==> src/rtl/gcd_lcm.sv <==
// LCM companion to the GCD engine: lcm = (a / g) * b, computed with a
// restoring divider followed by a shift-add multiplier, one bit per cycle.
module gcd_lcm #(
  parameter int GCD_LENGTH = 14
) (
  input  logic                      clk,
  input  logic                      rst,
  input  logic [GCD_LENGTH-1:0]     in_a,
  input  logic [GCD_LENGTH-1:0]     in_b,
  input  logic [GCD_LENGTH-1:0]     gcd_in,
  input  logic                      gcd_valid,
  output logic [2*GCD_LENGTH-1:0]   lcm,
  output logic                      lcm_valid,
  output logic                      busy,
  output logic                      ovr
);

  localparam int W  = GCD_LENGTH;
  localparam int CW = (W > 1) ? $clog2(W) : 1;

  typedef enum logic [1:0] {IDLE, DIV, MUL, DONE} state_t;

  state_t          r_state;
  logic [W-1:0]    r_b;
  logic [W-1:0]    r_g;
  logic [W-1:0]    r_dvd;
  logic [W-1:0]    r_rem;
  logic [CW-1:0]   r_cnt;
  logic [2*W-1:0]  r_acc;
  logic [2*W-1:0]  r_mcand;
  logic [W-1:0]    r_mplier;

  logic [W:0]      w_rem_sh;
  logic            w_ge;
  logic [W:0]      w_rem_nx;
  logic [W-1:0]    w_quo;
  logic [2*W-1:0]  w_acc_nx;

  // The stored remainder is always < g, so W bits hold it; the shifted
  // remainder gets one extra bit so the compare against g cannot overflow.
  always_comb begin
    w_rem_sh = {r_rem, r_dvd[W-1]};
    w_ge     = (w_rem_sh >= {1'b0, r_g});
    w_rem_nx = w_ge ? (w_rem_sh - {1'b0, r_g}) : w_rem_sh;
    w_quo    = {r_dvd[W-2:0], w_ge};
    w_acc_nx = r_mplier[0] ? (r_acc + r_mcand) : r_acc;
  end

  always_ff @(posedge clk or posedge rst) begin
    if (rst) begin
      r_state   <= IDLE;
      r_b       <= '0;
      r_g       <= '0;
      r_dvd     <= '0;
      r_rem     <= '0;
      r_cnt     <= '0;
      r_acc     <= '0;
      r_mcand   <= '0;
      r_mplier  <= '0;
      lcm       <= '0;
      lcm_valid <= 1'b0;
      busy      <= 1'b0;
      ovr       <= 1'b0;
    end else begin
      case (r_state)
        IDLE, DONE: begin
          lcm_valid <= 1'b0;
          busy      <= 1'b0;
          if (gcd_valid) begin
            r_b   <= in_b;
            r_g   <= gcd_in;
            r_dvd <= in_a;
            r_rem <= '0;
            r_cnt <= CW'(W - 1);
            if (gcd_in == '0) begin
              lcm       <= '0;
              lcm_valid <= 1'b1;
              r_state   <= DONE;
            end else begin
              busy    <= 1'b1;
              r_state <= DIV;
            end
          end else begin
            r_state <= IDLE;
          end
        end

        DIV: begin
          if (gcd_valid) ovr <= 1'b1;
          r_rem <= w_rem_nx[W-1:0];
          r_dvd <= w_quo;
          if (r_cnt == '0) begin
            r_acc    <= '0;
            r_mcand  <= {{W{1'b0}}, r_b};
            r_mplier <= w_quo;
            r_cnt    <= CW'(W - 1);
            r_state  <= MUL;
          end else begin
            r_cnt <= r_cnt - CW'(1);
          end
        end

        MUL: begin
          if (gcd_valid) ovr <= 1'b1;
          r_acc    <= w_acc_nx;
          r_mcand  <= {r_mcand[2*W-2:0], 1'b0};
          r_mplier <= {1'b0, r_mplier[W-1:1]};
          if (r_cnt == '0) begin
            lcm       <= w_acc_nx;
            lcm_valid <= 1'b1;
            busy      <= 1'b0;
            r_state   <= DONE;
          end else begin
            r_cnt <= r_cnt - CW'(1);
          end
        end

        default: r_state <= IDLE;
      endcase
    end
  end

endmodule

==> config.mk <==
export PLATFORM = sky130hd
export DESIGN_NAME = gcd_lcm
export DESIGN_NICKNAME = d
export VERILOG_FILES = /design/src/rtl/gcd_lcm.sv
export SDC_FILE = /design/constraint.sdc
export NUM_CORES = 1
export LEC_CHECK = 0
export ABC_AREA = 1
export BUFFER_PORTS_ARGS = -buffer_cell sky130_fd_sc_hd__buf_2
export CORE_ASPECT_RATIO = 1.75
export CORE_UTILIZATION = 63
export CTS_BUF_LIST = sky130_fd_sc_hd__clkbuf_2 sky130_fd_sc_hd__clkbuf_4 sky130_fd_sc_hd__clkbuf_8
export CTS_CLUSTER_DIAMETER = 80
export DETAILED_ROUTE_END_ITERATION = 8
export GPL_TIMING_DRIVEN = 1
export PLACE_DENSITY = 0.83
export SLEW_MARGIN = 20
export SYNTH_ARGS = -nofsm -noshare
export SYNTH_HDL_FRONTEND = slang
export SYNTH_SLANG_ARGS = --single-unit
==> constraint.sdc <==
create_clock -name clk -period 5.8 [get_ports clk]
set_input_delay 0.29 -clock clk [delete_from_list [all_inputs] [get_ports clk]]
set_output_delay 0.29 -clock clk [all_outputs]
set_load 0.01 [all_outputs]
======== Yosys cells after proc, flatten, opt, wreduce, memory -nomap -nowiden ========
Index checks and enable logic that the tools add are counted.
W data, S select, Z words.
operators by class
  $add $sub $neg .......................... 3
  $lt $le $gt $ge ......................... 1
  eq/ne operators ......................... 8
  multiplexer cells ....................... 33
  reduce and logical (&&, ||, !) cells .... 16
operators with widths
  kind                   count
  $mux W28               6
  $pmux W28 S2           3
  $pmux W14 S2           3
  $mux W14               4
  $add A28 B28 Y28       1
  $ge A15 B14 Y1         1
  $logic_not A14 Y1      1
  $reduce_and A2 Y1      7
  $sub A14 B14 Y14       1
  $mux W4                3
  $pmux W4 S3            1
  $ne A2 B2 Y1 const B   5
  $mux W2                4
  $mux W1                6
  $pmux W2 S3            1
  $reduce_bool A2 Y1     3
  $eq A2 B2 Y1 const B   2
  $logic_not A4 Y1       1
  $pmux W1 S2            2
  $reduce_and A4 Y1      1
  $reduce_or A2 Y1       2
  $sub A4 B1 Y4 const B  1
  $eq A2 B1 Y1 const B   1
  $logic_not A2 Y1       1
storage, ports and cells
  bits in registers ....................... 163
  input port bits ......................... 45
  output and inout port bits .............. 31
  logic and storage cells ................. 74

======== Logic depth before layout (Yosys ltp) ========
Gate-level depths: netlist of run 1.
  depth in word-level cells ............... 4
  gate-level depth with buffers ........... 14
  depth with buffers taken out ............ 14

======== Worst setup path after synthesis of run 1 ========
OpenSTA, ideal clock, no wires.
  path kind ............................... reg2reg
  start point ............................. reg r_mcand[0]
  end point ............................... reg r_acc[14]
  library setup time ...................... 0.065 ns
  data arrival time ....................... 1.811 ns
  data required time ...................... 5.735 ns
  path slack .............................. 3.925 ns
  cell stages (with the launch flop) ...... 14
  path buffers ............................ 0
  period minus slack after synthesis ...... 1.875 ns
  cell sequence ........................... dfrtp_1 ha_1 inv_1 fa_1 inv_1 nand3_1 nand3_1 nand2_1 nand2_1 nand3_1 a21o_1 nand3_1 nand3_1 nand2_1
between the ends
  word-level cells in the longest chain between the ends .. 3
RTL lines
  element                 RTL line  source
  start, declared         30        logic [2*W-1:0] r_mcand;
  start signal, assigned  94        r_mcand <= {{W{1'b0}}, r_b};
  start signal, assigned  106       r_mcand <= {r_mcand[2*W-2:0], 1'b0};
  $add A28 B28 Y28        46        w_acc_nx = r_mplier[0] ? (r_acc + r_mcand) : r_acc;
  $mux W28                46
  $pmux W28 S2            65        case (r_state)
  end signal, assigned    105       r_acc <= w_acc_nx;
  end, declared           29        logic [2*W-1:0] r_acc;
No other way between the ends.
A chain may end at the register's enable or synchronous reset.

======== Worst setup path after layout of run 1 ========
  start point ............................. reg r_state[1]
  end point ............................... reg r_rem[0]
between the ends
  word-level cells in the longest chain between the ends .. 4
  elaborated cells between the ends (all ways) .. 8
  classes of those cells .................. eq/ne (3); mux (1); reduce/logical (4)
RTL lines
  element                                                              RTL line  source
  start, declared                                                      23        state_t r_state;
  start signal, assigned                                               51        r_state <= IDLE;
  start signal, assigned                                               78        r_state <= DONE;
  start signal, assigned                                               81        r_state <= DIV;
  $eq A2 B2 Y1 / $logic_not A2 Y1 (equally long branches)              65
  $reduce_or A2 Y1                                                     65
  $ne A2 B2 Y1 (no line) / $reduce_bool A2 Y1 (equally long branches)  --
  $reduce_and A2 Y1 (no line)                                          --
  end signal, assigned                                                 90        r_rem <= w_rem_nx[W-1:0];
  end, declared                                                        27        logic [W-1:0] r_rem;
Several ways; a longest one is shown, not always the timed one.

==> run_results.csv, run 1 <==
group,metric,value,unit
sta,worstMarginPinSlew,1.08,ns
setup_path,r2r_cells,6,
setup_path,path_max_fanout,18,
synthesis,synth_top_family_by_area,"simple AND/OR/NAND/NOR gates",
grt,grtUsageTotal,32.6,%
sta,finalCritPeriodShare,51.2,%
clock_tree,cts_post_setup_buffers_inserted,0,
synthesis,synth_warnings,0,
setup_path,crit_type,"flip-flop to flip-flop",
clock_tree,htree_levels,4,
setup_path,critPathLaunchType,"flip-flop",
synthesis,synth_edf_count,0,
drt,ant_nets,0,
setup_path,cp-end-kind,"flip-flop",
finish,nNetsFinal,1527,
drt,via_count,9093,
outcome,violations,"negative hold slack",
drt,first_iter_violations,556,
synthesis,synthAdderAreaFrac,6.05,%
power,ir_drop,402,uV
synthesis,netlist_area,9960,um^2
synthesis,synth.top_cell.area_share,40.9,%
setup_path,critPathArrivalTime,3.37,ns
die,dieWidth,97.1,um
placed_design,dpl-instance-area,10400,um^2
sta,whs,-0.0109,ns
setup_path,cpMaxStageDelayCell,"nor2_1",
clock_tree,cts_tree,"built",
die,placementRows,60,
clock_tree,ctsHoldBuffers,0,
clock_tree,cts_root_buf,"clkbuf_8",
die,core,15400,um^2
grt,antenna_found_initial,0,
setup_path,crit_chain,"inv_1 -> ha_1 -> clkinv_1 -> nor2_1 -> nand3_1 -> o21ai_1",
clock_tree,clk_path_buf_depth,2,
drt,drt-total-wl,25400,um
placed_design,portBuffers,75,
finish,syn2layout_area_growth,8.57,%
sta,slew_headroom,27.5,%
finish,layout_commonest_cell,"nand2_1",
setup_path,cp.required,6.19,ns
die,die_area,16300,um^2
drt,routed.top_layer,"met4",
clock_tree,clkTransAtPathRegs,0.11,ns
drt,remaining_drc_errors,0,
sta,clock-skew-final,0.0206,ns
synthesis,synth-xor-area-share,1.76,%
synthesis,ys_seq_area_share,40.9,%
finish,final_cells,1634,
power,power_density,628,nW/um^2
drt,wl_per_cell,15.6,um
sta,drv_slew,0,
setup_path,path_depth,6,
synthesis,ys_top_cells_by_area,"dfrtp_1 41%, nand2_1 17%, inv_1 6.7%",
sta,finalHoldViolations,4,
sta,grt_setup_unrepaired,"false",
die,die_height,168,um
synthesis,synth_compound_area_share,10.2,%
synthesis,syn_nets,1474,
job,maxCapViolCount,0,
die,ioPinCount,76,
power,total_power,6.79,mW
sta,post-route-min-period,2.97,ns
synthesis,syn_inst,1382,
grt,gr-total-overflow,0,
clock_tree,cts_sinks,163,
clock_tree,cts-buffers-inserted,17,
synthesis,yosys.area_share.simple,30.1,%
placed_design,gp_congestion,0.944,
grt,grt_pass1_vias,9310,
drt,route.met3.wl,831,um
synthesis,muxShareOfSynthArea,1.70,%
synthesis,synthArstFlopShare,100,%
synthesis,yosys_most_used_dff,"dfrtp_1",
setup_path,critical_path.top_delay_family,"simple AND/OR/NAND/NOR gates",
placed_design,dp_hpwl,19000,um
setup_path,crit_buf_inv,2,
die,start_util,64.7,%
grt,grt_max_degree,101,
placed_design,place_inst,1602,
sta,setup_violations,0,
setup_path,slowest_delay,0.91,ns
outcome,status,"finished, violations left",
hold_path,hold_path.class,"input pin to asynchronous set/reset pin",
drt,routed_via_density,5.56,
finish,final_area,10800,um^2
sta,tns,0,ns
synthesis,ys_types,42,
synthesis,synth-seq-cells,163,
finish,num_antenna_cells,0,
grt,grt_first_pass_wirelength,42100,um
drt,firstDrtPassIters,5,
clock_tree,clk_latency,0.47,ns
synthesis,synth_area_leader_cell,"dfrtp_1",
power,leakage,5.73,nW
drt,route.met2.wl,13500,um
sta,fmax,0.336,GHz
synthesis,syn_avg_cell_area,7.21,um^2
clock_tree,cts-resized-gates,0,
drt,routedLengthMet1,9130,um
finish,drive_gt1_share,10.9,%
finish,layout_common_cells,"448 x nand2_1, 176 x inv_1, 163 x dfrtp_1, 137 x nor2_1, 107 x nand3_1",
## final timing paths
path / startpoint / to / slack (ns)
setup / recovery: r_state[1] / r_rem[0] / 2.83
hold / removal: rst / r_g[5] / -0.01
setup reg to reg: r_state[1] / r_rem[0] / 2.83
hold reg to reg: lcm[23] / lcm[23] / 0.48
max in group asynchronous: rst / lcm[13] / 4.43
min in group clk: in_b[6] / r_b[6] / 0.04
## synthesized netlist by cell type (2+ instances only)
cell and n:
mux2_2 15, nand2_2 4, inv_2 6, nor2_1 137, dfrtp_1 163, o21bai_1 4, a21o_1 5, xor2_1 10
clkbuf_1 23, xnor2_1 10, a21oi_1 40, nor2_4 2, nand3_2 3, a22oi_1 2, nand2_1 448, ha_1 45
o22ai_1 13, nand3b_1 8, buf_6 2, o31ai_1 2, o21ai_0 51, nand3_1 107, o21ai_1 11, nand4_1 11
fa_1 2, a31oi_1 38, inv_1 177, nor2_2 4, o21ai_2 5, buf_2 22
## metal layers
layer | vias to the layer above | GRT usage [%]
li1 | 4513 | -
met1 | 4224 | 32.8
met2 | 247 | 60.1
met3 | 109 | 3.90
met4 | 0 | 25.4
met5 | - | 0
## kinds of logic (layout without fill, tap and decap cells)
logic type | after synthesis | after routing
compound gates | 177 | 177
xor+xnor | 20 | 20
fa+ha+maj | 47 | 47
buf+inv | 232 | 298
flops | 163 | 163
mux | 15 | 15
simple gates | 728 | 728
## report_power, final
group / total (mW) / switching [mW] / internal [mW]
Clock: 0.834 / 0.504 / 0.330
Sequential: 1.98 / 0.345 / 1.63
Combinational: 3.98 / 2.65 / 1.33
## flip-flops by register name, summed over array words and instances, names as in the netlist, 14 cells and up
signal,count
lcm,28
r_acc,28
r_mcand,28
r_b,14
r_dvd,14
r_g,14
r_mplier,14
r_rem,14
## area by class of cell
class,count,area (um^2)
clock buffer,18,241
clock inverter,14,165
fill,1285,4570
inverter,184,696
multi-input combinational,987,4970
sequential,163,4080
tap,186,233
timing repair buffer,82,428
## per-stage QoR
stage / util [%] / worst slack [ns]
after floorplan: - / 1.11
after global placement: 67.6 / 2.88
after detailed placement: 67.6 / 2.80
after CTS: 70.3 / 2.79
after global routing: 70.3 / 2.50
final: 70.3 / 2.83
Power figures use the tool's default switching activity.
==> run 2: changes to the inputs <==
--- a/config.mk
+++ b/config.mk
@@ -5,15 +5,15 @@
 export SDC_FILE = /design/constraint.sdc
 export NUM_CORES = 1
 export LEC_CHECK = 0
-export ABC_AREA = 1
+export ABC_AREA = 0
 export BUFFER_PORTS_ARGS = -buffer_cell sky130_fd_sc_hd__buf_2
 export CORE_ASPECT_RATIO = 1.75
-export CORE_UTILIZATION = 63
+export CORE_UTILIZATION = 62
 export CTS_BUF_LIST = sky130_fd_sc_hd__clkbuf_2 sky130_fd_sc_hd__clkbuf_4 sky130_fd_sc_hd__clkbuf_8
 export CTS_CLUSTER_DIAMETER = 80
 export DETAILED_ROUTE_END_ITERATION = 8
 export GPL_TIMING_DRIVEN = 1
-export PLACE_DENSITY = 0.83
+export PLACE_DENSITY = 0.82
 export SLEW_MARGIN = 20
 export SYNTH_ARGS = -nofsm -noshare
 export SYNTH_HDL_FRONTEND = slang
==> constraint.sdc (replaced) <==
create_clock -name clk -period 3.09 [get_ports clk]
set_input_delay 0.1545 -clock clk [delete_from_list [all_inputs] [get_ports clk]]
set_output_delay 0.1545 -clock clk [all_outputs]
set_load 0.01 [all_outputs]
==> run_results.csv, run 2 <==
group,metric,value,unit
finish,nNetsFinal,1149,
setup_path,crit_type,"flip-flop to flip-flop",
sta,slew_headroom,45.9,%
clock_tree,clkTransAtPathRegs,0.10,ns
drt,remaining_drc_errors,0,
placed_design,gp_congestion,0.918,
synthesis,ys_top_cells_by_count,"163 x dfrtp_1, 139 x nand2_1, 108 x o21ai_0",
synthesis,synth_warnings,0,
setup_path,critical_path.endpoint,"lcm[24]",
placed_design,place_inst,1177,
hold_path,hold_path.class,"input pin to flip-flop",
sta,setup_violations,0,
setup_path,r2r-start,"r_acc[0]",
sta,grt_setup_unrepaired,"false",
drt,drt-total-wl,22500,um
die,ioPinCount,76,
power,leakage,4.98,nW
setup_path,r2r_slack,0.23,ns
clock_tree,cts_tree,"built",
die,core,14300,um^2
synthesis,synth-seq-cells,163,
drt,wl_per_cell,18.0,um
synthesis,synth_edf_count,0,
sta,drv_slew,0,
setup_path,critPathArrivalTime,3.26,ns
drt,ant_nets,0,
placed_design,portBuffers,75,
grt,grt_first_pass_wirelength,37300,um
synthesis,ys_seq_area_share,45.0,%
setup_path,path_max_fanout,4,
die,dieWidth,93.4,um
synthesis,synth_area_leader_cell,"dfrtp_1",
synthesis,synth.top_cell.area_share,45.0,%
clock_tree,cts_sinks,163,
synthesis,syn_avg_cell_area,9.64,um^2
placed_design,dp_hpwl,15700,um
job,maxCapViolCount,0,
synthesis,netlist_area,9070,um^2
grt,grtUsageTotal,31.6,%
drt,routed_via_density,6.07,
die,placementRows,58,
clock_tree,clk_latency,0.47,ns
sta,tns,0,ns
hold_path,hold_start,"in_a[11]",
die,die_area,15100,um^2
finish,layout_commonest_cell,"dfrtp_1",
synthesis,yosys_most_used_dff,"dfrtp_1",
synthesis,syn_nets,1033,
power,ir_drop,508,uV
synthesis,ys_types,71,
drt,firstDrtPassIters,5,
setup_path,rr_endpoint,"lcm[24]",
grt,grt_pass1_vias,7959,
power,power_density,975,nW/um^2
finish,drive_gt1_share,17.7,%
finish,syn2layout_area_growth,16.3,%
synthesis,yosysMostFrequentCell,"dfrtp_1",
finish,final_cells,1250,
drt,via_count,7583,
setup_path,critPathLaunchType,"flip-flop",
synthesis,syn_inst,941,
clock_tree,cts_root_buf,"clkbuf_8",
synthesis,synthArstFlopShare,100,%
clock_tree,htree_levels,4,
setup_path,startpoint,"r_acc[0]",
clock_tree,cts_post_setup_buffers_inserted,0,
setup_path,r2r_cells,12,
power,total_power,10.3,mW
finish,num_antenna_cells,0,
finish,top_regs,"lcm (28), r_acc (28), r_mcand (28)",
die,die_height,162,um
outcome,status,"finished, final reports clean",
sta,worstMarginPinSlew,0.809,ns
setup_path,cp.required,3.48,ns
sta,post-route-min-period,2.86,ns
sta,fmax,0.349,GHz
grt,grt_max_degree,85,
sta,finalHoldViolations,0,
sta,whs,0.0161,ns
clock_tree,clk_path_buf_depth,2,
grt,gr-total-overflow,0,
sta,finalCritPeriodShare,92.7,%
clock_tree,cts-buffers-inserted,17,
synthesis,ys_top_cells_by_area,"dfrtp_1 45%, ha_1 6.2%, o21ai_0 6.0%",
grt,antenna_found_initial,0,
finish,layout_common_cells,"163 x dfrtp_1, 139 x nand2_1, 108 x o21ai_0, 75 x buf_2",
die,start_util,63.4,%
setup_path,cp-end-kind,"flip-flop",
sta,clock-skew-final,0.0106,ns
drt,first_iter_violations,400,
[run 2: cell count changes in the layout (fill, tap and decap cells not counted), sizes merged, moves of 13 or more]
| cell | change |
|---|---|
| a21oi | +13 |
| buf | +19 |
| nor2 | -98 |
| o21ai | +54 |
| nand2 | -314 |
| inv | -148 |
| a31oi | -32 |
| mux2i | +51 |
| mux2 | +18 |
| dlygate4sd3 | +41 |
| nand3 | -98 |
| a22o | +24 |
[run 2: final cells by class]
type,instances,area [um^2]
multi-input cells,698,4690
flip-flops and latches,163,4080
fillers,1028,3750
repair buffers,142,1010
clock buffers,18,241
well taps,180,225
clock inverters,14,166
inverters,35,135
[run 2: per-layer routing]
layer / global-route usage [%] / up-vias / wire length (um)
met5: 0 / - / 0
met4: 17.5 / 0 / 1010
met3: 4.96 / 77 / 897
met2: 56.6 / 217 / 12100
met1: 35.3 / 3696 / 8490
li1: - / 3593 / -
[run 2: how the worst min path moves through the flow]
stage	to	cells past startpoint
2_1_floorplan	ovr	1
3_3_place_gp	lcm[11]	2
3_5_place_dp	lcm[11]	2
4_1_cts	r_dvd[11]	3
5_1_grt	r_dvd[11]	3
6_report	r_dvd[11]	3
[run 2: critical path, stage by stage (launching register included)]
cell and delay [ns]:
dfrtp_1 0.38, ha_1 0.21, inv_1 0.07, fa_1 0.39, nand2b_1 0.19, a21oi_2 0.17
o211ai_1 0.17, a21boi_2 0.24, o2111ai_2 0.24, a2111o_1 0.41, o31ai_1 0.09, o21ai_1 0.10
a31oi_1 0.15
[run 2: repair_timing]
item | CTS | global route
endpoints found under the setup margin | 0 | 4
resized for setup | 0 | 3
hold endpoints to repair | 74 | 0
hold buffers | 41 | 0
[run 2: per-stage QoR]
step	utilization [%]	setup WS [ns]	cell area, um^2
after global routing	73.7	0.0107	10500
after detailed placement	67.9	0.142	9710
final	73.7	0.226	10500
after CTS	73.7	0.149	10500
after global placement	67.9	0.246	9710
after floorplan	-	0.505	9070
[run 2: kinds of logic (layout without fill, tap and decap cells)]
family	Yosys count	in the layout	synth area share, %
compound gates	282	282	19.8
simple gates	252	252	12.1
flops	163	163	45.0
mux	84	84	9.73
buf+inv	80	209	3.49
fa+ha+maj	47	47	6.65
xor+xnor	33	33	3.19
[run 2: power breakdown]
| part | leakage, nW | internal, mW | switching [mW] | total (mW) |
|---|---|---|---|---|
| logic | 2.65 | 2.02 | 3.04 | 5.06 |
| registers | 2.12 | 2.96 | 0.623 | 3.58 |
| clock network | 0.204 | 0.754 | 0.877 | 1.63 |
| total | 4.98 | 5.74 | 4.54 | 10.3 |
